### src/rtl/wb_stream_writer.sv
// wb_stream_writer
//
// Buffered Wishbone write master. Words arrive on a valid/ready stream, each
// with an optional explicit address. They are queued in a small FIFO and
// issued as single-beat Wishbone writes. Back-to-back strobes are issued
// while the FIFO holds more work.
//
// Address resolution happens at push time. A word either carries its own
// address (in_addr_load = 1) or takes the running pointer. The pointer then
// advances by ADDR_STEP past whichever address was used, so the order of
// the input stream alone defines the write sequence.
//
// The word being written stays in the FIFO, and is still counted by
// fifo_level, until its cycle terminates. A termination is one of:
//   - ack;
//   - err, which is counted;
//   - an ack timeout, which is counted and followed by one recovery cycle.
//
// Ports
//   clk_100MHz     system clock, rising edge
//   reset          asynchronous active-high reset
//   in_valid       input word valid
//   in_ready       FIFO has room for a word
//   in_addr_load   1: use in_addr for this word, 0: use the running pointer
//   in_addr        explicit word address
//   in_data        write data
//   in_sel         byte enables
//   wb_cyc_o       Wishbone cycle
//   wb_stb_o       Wishbone strobe
//   wb_we_o        write enable, always 1
//   wb_adr_o       Wishbone address
//   wb_dat_o       Wishbone write data
//   wb_sel_o       Wishbone byte selects
//   wb_ack_i       slave acknowledge
//   wb_err_i       slave error
//   busy           FIFO non-empty or cycle in progress
//   fifo_level     entries held, including the one in flight
//   err_count      saturating count of err terminations
//   timeout_count  saturating count of aborted cycles

module wb_stream_writer #(
    parameter int unsigned ADDR_W     = 27,
    parameter int unsigned DATA_W     = 32,
    parameter int unsigned FIFO_DEPTH = 16,
    parameter int unsigned ADDR_STEP  = 1,
    parameter int unsigned TIMEOUT    = 255
) (
    input  logic                          clk_100MHz,
    input  logic                          reset,

    input  logic                          in_valid,
    output logic                          in_ready,
    input  logic                          in_addr_load,
    input  logic [ADDR_W-1:0]             in_addr,
    input  logic [DATA_W-1:0]             in_data,
    input  logic [DATA_W/8-1:0]           in_sel,

    output logic                          wb_cyc_o,
    output logic                          wb_stb_o,
    output logic                          wb_we_o,
    output logic [ADDR_W-1:0]             wb_adr_o,
    output logic [DATA_W-1:0]             wb_dat_o,
    output logic [DATA_W/8-1:0]           wb_sel_o,
    input  logic                          wb_ack_i,
    input  logic                          wb_err_i,

    output logic                          busy,
    output logic [$clog2(FIFO_DEPTH):0]   fifo_level,
    output logic [7:0]                    err_count,
    output logic [7:0]                    timeout_count
);

    localparam int unsigned SEL_W = DATA_W / 8;
    localparam int unsigned PTR_W = $clog2(FIFO_DEPTH);
    localparam int unsigned LVL_W = PTR_W + 1;
    localparam int unsigned TO_W  = $clog2(TIMEOUT + 1);
    localparam int unsigned ENT_W = ADDR_W + DATA_W + SEL_W;

    localparam logic [ADDR_W-1:0] STEP     = ADDR_W'(ADDR_STEP);
    localparam logic [LVL_W-1:0]  FULL_LVL = LVL_W'(FIFO_DEPTH);
    // Abort on the edge where the counter would reach TIMEOUT.
    localparam logic [TO_W-1:0]   TO_LAST  = TO_W'(TIMEOUT - 1);

    typedef enum logic [1:0] {
        StIdle,
        StActive,
        StRecover
    } state_e;

    state_e state_q, state_d;

    // ------------------------------------------------------------------
    // FIFO storage and pointers
    // ------------------------------------------------------------------
    logic [ENT_W-1:0]  mem [FIFO_DEPTH];
    logic [PTR_W-1:0]  wr_ptr_q, rd_ptr_q, rd_next;
    logic [LVL_W-1:0]  level_q, level_d;
    logic [ADDR_W-1:0] addr_ptr_q, push_addr;
    logic              push, pop;

    // Registered Wishbone payload {adr, dat, sel}
    logic [ENT_W-1:0]  out_q;

    // Control decided by the next-state logic
    logic              load_head, load_next;
    logic              err_inc, to_inc;
    logic              timer_clr, timer_inc, timer_hit;
    logic [TO_W-1:0]   timer_q;
    logic [7:0]        err_cnt_q, to_cnt_q;

    // No push-through when full: a same-cycle pop does not open a slot.
    assign in_ready  = (level_q != FULL_LVL);
    assign push      = in_valid & in_ready;
    assign push_addr = in_addr_load ? in_addr : addr_ptr_q;
    assign rd_next   = rd_ptr_q + PTR_W'(1);
    assign timer_hit = (timer_q == TO_LAST);

    always_comb begin
        level_d = level_q;
        if (push && !pop) begin
            level_d = level_q + LVL_W'(1);
        end else if (!push && pop) begin
            level_d = level_q - LVL_W'(1);
        end
    end

    // Storage has no reset; the level and pointers define validity.
    always_ff @(posedge clk_100MHz) begin
        if (push) begin
            mem[wr_ptr_q] <= {push_addr, in_data, in_sel};
        end
    end

    always_ff @(posedge clk_100MHz or posedge reset) begin
        if (reset) begin
            wr_ptr_q   <= '0;
            rd_ptr_q   <= '0;
            level_q    <= '0;
            addr_ptr_q <= '0;
        end else begin
            level_q <= level_d;
            if (push) begin
                wr_ptr_q   <= wr_ptr_q + PTR_W'(1);
                // Wraps silently modulo 2^ADDR_W.
                addr_ptr_q <= push_addr + STEP;
            end
            if (pop) begin
                rd_ptr_q <= rd_next;
            end
        end
    end

    // ------------------------------------------------------------------
    // FSM: state register
    // ------------------------------------------------------------------
    always_ff @(posedge clk_100MHz or posedge reset) begin
        if (reset) begin
            state_q <= StIdle;
        end else begin
            state_q <= state_d;
        end
    end

    // ------------------------------------------------------------------
    // FSM: next state and datapath control
    // ------------------------------------------------------------------
    always_comb begin
        state_d   = state_q;
        load_head = 1'b0;
        load_next = 1'b0;
        pop       = 1'b0;
        err_inc   = 1'b0;
        to_inc    = 1'b0;
        timer_clr = 1'b0;
        timer_inc = 1'b0;

        case (state_q)
            StIdle: begin
                if (level_q != '0) begin
                    load_head = 1'b1;
                    timer_clr = 1'b1;
                    state_d   = StActive;
                end
            end

            StActive: begin
                if (wb_ack_i || wb_err_i) begin
                    pop       = 1'b1;
                    timer_clr = 1'b1;
                    // ack together with err counts as err.
                    err_inc   = wb_err_i;
                    // An entry behind the head is the next word: keep
                    // strobing without an idle cycle.
                    if (level_q > LVL_W'(1)) begin
                        load_next = 1'b1;
                    end else begin
                        state_d = StIdle;
                    end
                end else if (timer_hit) begin
                    // Abandon the stuck word so the stream keeps moving.
                    pop       = 1'b1;
                    timer_clr = 1'b1;
                    to_inc    = 1'b1;
                    state_d   = StRecover;
                end else begin
                    timer_inc = 1'b1;
                end
            end

            StRecover: begin
                state_d = StIdle;
            end

            default: begin
                state_d = StIdle;
            end
        endcase
    end

    // ------------------------------------------------------------------
    // FSM: outputs
    // ------------------------------------------------------------------
    // Decoded from state so an asynchronous reset drops cyc/stb at once.
    always_comb begin
        wb_cyc_o = 1'b0;
        wb_stb_o = 1'b0;
        if (state_q == StActive) begin
            wb_cyc_o = 1'b1;
            wb_stb_o = 1'b1;
        end
    end

    assign wb_we_o = 1'b1;
    assign {wb_adr_o, wb_dat_o, wb_sel_o} = out_q;

    // ------------------------------------------------------------------
    // Wishbone payload, timeout timer and status counters
    // ------------------------------------------------------------------
    always_ff @(posedge clk_100MHz or posedge reset) begin
        if (reset) begin
            out_q <= '0;
        end else if (load_head) begin
            out_q <= mem[rd_ptr_q];
        end else if (load_next) begin
            // The head is popped on this edge, so its successor is next.
            out_q <= mem[rd_next];
        end
    end

    always_ff @(posedge clk_100MHz or posedge reset) begin
        if (reset) begin
            timer_q <= '0;
        end else if (timer_clr) begin
            timer_q <= '0;
        end else if (timer_inc) begin
            timer_q <= timer_q + TO_W'(1);
        end
    end

    always_ff @(posedge clk_100MHz or posedge reset) begin
        if (reset) begin
            err_cnt_q <= '0;
            to_cnt_q  <= '0;
        end else begin
            if (err_inc && (err_cnt_q != 8'hFF)) begin
                err_cnt_q <= err_cnt_q + 8'd1;
            end
            if (to_inc && (to_cnt_q != 8'hFF)) begin
                to_cnt_q <= to_cnt_q + 8'd1;
            end
        end
    end

    assign err_count     = err_cnt_q;
    assign timeout_count = to_cnt_q;
    assign fifo_level    = level_q;
    assign busy          = (level_q != '0) | wb_cyc_o;

endmodule

### config.mk
export PLATFORM = sky130hd
export DESIGN_NAME = wb_stream_writer
export DESIGN_NICKNAME = d
export VERILOG_FILES = /design/src/rtl/wb_stream_writer.sv
export SDC_FILE = /design/constraint.sdc
export NUM_CORES = 2
export LEC_CHECK = 0
export CORE_UTILIZATION = 50
export DETAILED_ROUTE_END_ITERATION = 8
export GPL_ROUTABILITY_DRIVEN = 0
export PLACE_DENSITY_LB_ADDON = 0.08
export SYNTH_ARGS = -nofsm -noshare
export SYNTH_HDL_FRONTEND = slang
export SYNTH_SLANG_ARGS = --single-unit
### constraint.sdc
create_clock -name clk_100MHz -period 7.3 [get_ports clk_100MHz]
set_input_delay 1.825 -clock clk_100MHz [delete_from_list [all_inputs] [get_ports clk_100MHz]]
set_output_delay 1.825 -clock clk_100MHz [all_outputs]
set_load 0.02 [all_outputs]
==> results.py <==
metrics = {
    "floorplan": {
        "die_area_sq_um": 106000,
        "die_h_microns": 325,
        "die_w_microns": 325,
        "ios": 158,
        "start_util": 0.504,
        "num_rows": 118,
        "core_area_sq_um": 103000,
    },
    "setup_path": {
        "reg2reg_from": "rd_ptr_q[1]$_DFFE_PP0P_",
        "crit_family": "buffers and inverters",
        "reg2regPathDepth": 7,
        "crit_buf_inv": 4,
        "cp.arrival_ns": 4.79,
        "crit_path_end_kind": "flop",
        "reg2reg_to": "out_q[55]$_DFFE_PP0P_",
        "critPathSlowestCell": "nor2_4",
        "crit_path_start_kind": "input pin",
        "critical_path_required_ns": 7.64,
        "critical_path_class": "input pin to flop",
        "critPathMaxStageDelay_ns": 0.65,
        "critical_path.max_fanout": 53,
        "path_cells": "clkdlybuf4s50_1 -> nand2_2 -> buf_4 -> inv_1 -> nand2_1 -> nor2_4 -> buf_12",
        "rrSetupSlack_ns": 3.05,
    },
    "synthesis": {
        "synth_top_area_share": 0.580,
        "synth_seq_area_share": 0.642,
        "async_flop_share": 0.113,
        "yosys_register_bits": 1137,
        "synth_most_common_cell": "edfxtp_1",
        "synthDistinctLibCells": 71,
        "synthTopCellsByArea": "edfxtp_1 58%, mux4_2 22%, dfrtp_1 6.2%, mux2_2 1.8%, mux2i_1 1.7%",
        "syn-cell-area_sq_um": 52200,
        "synthCells": 2723,
        "synth_ff_type": "edfxtp_1",
        "ys_warn_count": 0,
        "netlist_top_cells_count": "1008 x edfxtp_1, 504 x mux4_2, 140 x nand2_1",
        "synthesis.nets": 2807,
        "synth_edf_count": 1008,
        "netlist.top_cell.by_area": "edfxtp_1",
        "synth.avg_cell_area_sq_um": 19.2,
    },
    "grt": {
        "grt_pass1_vias": 30743,
        "grt_max_degree": 126,
        "grt_pass1_wl_microns": 213000,
        "grt_remaining_overflow": 0,
        "grt_usage": 0.279,
        "grt.busiest_layer": "met2",
        "antenna_found_initial": 3,
        "grt_util_met2": 0.455,
        "use_met3": 0.0443,
        "use_met1": 0.385,
    },
    "clock_tree": {
        "h-tree-depth": 3,
        "post-cts-setup-buffer-count": 0,
        "cts.repair.resized": 0,
        "tritoncts": "built",
        "hold_buffers": 0,
        "root_buffer": "clkbuf_16",
        "cts_buffers": 120,
        "cts_max_path_buffers": 3,
        "worstSkewPairLatency_ns": 0.71,
        "clk_pin_slew_ns": 0.06,
        "cts_sinks": 1137,
    },
    "min_path": {
        "hold_start": "addr_ptr_q[26]$_DFFE_PP0P_",
        "worstHoldPathType": "flop to flop",
        "hold_depth": 2,
        "whs_endpoint": "addr_ptr_q[26]$_DFFE_PP0P_",
    },
    "power": {
        "intPower_mw": 17.0,
        "pwr-share-seq": 0.332,
        "p_leak_nw": 19.3,
        "total_power_mw": 26.6,
        "pwr-share-clk": 0.231,
        "irDropWorstVdd_mv": 0.451,
        "p_switching_mw": 9.54,
        "power.density_nw_per_um2": 447,
        "netSwitchingFraction": 0.359,
        "p_comb_frac": 0.436,
    },
    "place": {
        "dp_hpwl_microns": 84700,
        "place_area_sq_um": 55400,
        "dp.cells": 4123,
        "port_buffers": 156,
        "pre_cts_slack_ns": 2.07,
    },
    "final_layout": {
        "design_area_sq_um": 59400,
        "fin_nets": 2949,
        "area_delta_synth_final_pct": 13.7,
        "drive_gt1_frac": 0.297,
        "final_util": 0.574,
        "fin_cells": 4348,
    },
    "drt": {
        "routed_wirelength_microns": 145000,
        "viasPerCell": 6.73,
        "vias": 29276,
        "wire_per_inst_microns": 33.5,
        "drc": 0,
        "drt_iter0_drc": 3187,
        "antenna_left": 0,
        "drt-pass1-iter-count": 6,
    },
    "timing": {
        "hold_ws_ns": 0.489,
        "period_share": 0.610,
        "final_hold_viol_count": 0,
        "tightest_slew_ns": 1.29,
        "min_period_ns": 4.45,
        "rsz0062_at_grt": "false",
        "slew-limit-headroom": 0.137,
        "skew_ns": 0.0295,
        "finalSetupTns_ns": 0,
        "setup_ws_ns": 2.85,
        "finalMaxSlewViolations": 0,
        "fmax_mhz": 225,
        "setup_viol": 0,
    },
    "run_status": {
        "status": "finished clean",
    },
    "run": {
        "max_cap_violations": 0,
    },
}
-- layout make-up --
type,instances,area (sq um)
well taps,1380,1730
inverters,20,81.3
multi-input cells,1371,17800
clock buffers,165,3350
repair buffers,215,2240
diodes,1,2.50
flip-flops and latches,1137,33500
fillers,7655,44100
clock inverters,59,621
-- registers in the layout, summed over array words and instances (netlist names) --
signal / flops
wr_ptr_q: 4
rd_ptr_q: 4
timeout_count: 8
state_q: 2
fifo_level: 5
addr_ptr_q: 27
timer_q: 8
mem: 1008
err_count: 8
out_q: 63
-- cell usage in the layout, fill, tap and decap left out, drive strengths merged, types with 23 or more instances in the layout --
| cell | count |
|---|---|
| clkbuf | 165 |
| clkdlybuf4s50 | 155 |
| mux2 | 85 |
| a221oi | 30 |
| clkinv | 41 |
| nand3 | 47 |
| o32ai | 34 |
| edfxtp | 1008 |
| nand2 | 140 |
| xnor2 | 27 |
| dfrtp | 129 |
| a22oi | 73 |
| mux2i | 89 |
| o21ai | 31 |
| xor2 | 23 |
| nor2 | 30 |
| nor3 | 34 |
| a21oi | 70 |
| nand4 | 33 |
| buf | 60 |
| mux4 | 504 |
-- worst reg2reg max path: cells and delay by family (launching register included) --
kind / cells / cell delay (ns)
AOI/OAI and AO/OA: 1 / 0.25
xor gates and xnor gates: 1 / 0.28
buffers and inverters: 2 / 0.85
DFF: 1 / 1.05
and+or+nand+nor: 3 / 1.71
-- power groups by stage --
stage	clock network (mW)	logic (mW)	registers (mW)
floorplan	0	8.05	8.82
global placement	0	11.5	8.91
detailed placement	0	11.6	8.96
CTS	6.23	11.7	8.83
global route	6.47	12.3	8.93
finish	6.14	11.6	8.83
-- worst max path at each step --
stage / from / end / cells after the start
floorplan: in_valid / mem[3][0]$_DFFE_PP_ / 4
global placement: in_valid / mem[15][9]$_DFFE_PP_ / 7
detailed placement: in_valid / mem[5][23]$_DFFE_PP_ / 7
CTS: fifo_level[0]$_DFFE_PP0P_ / busy / 5
global route: fifo_level[0]$_DFFE_PP0P_ / busy / 5
finish: in_valid / mem[5][8]$_DFFE_PP_ / 7
-- kinds of logic (layout without fill, tap and decap cells) --
family / count (synthesis) / after routing / synth area share
other cells: 1 / 2 / 0.0000719
fa+ha+maj: 15 / 15 / 0.00360
mux: 678 / 678 / 0.253
simple gates: 339 / 339 / 0.0325
xor+xnor: 50 / 50 / 0.00868
buf+inv: 215 / 459 / 0.0203
compound gates: 288 / 288 / 0.0400
flops: 1137 / 1137 / 0.642
-- per-layer routing --
layer  share of wire  vias up
met1            0.40    15861
met4           0.033        0
met3           0.075      239
li1                -    11890
met2            0.49     1286
met5               0        -
No activity file was read; power rests on OpenSTA's default activity.
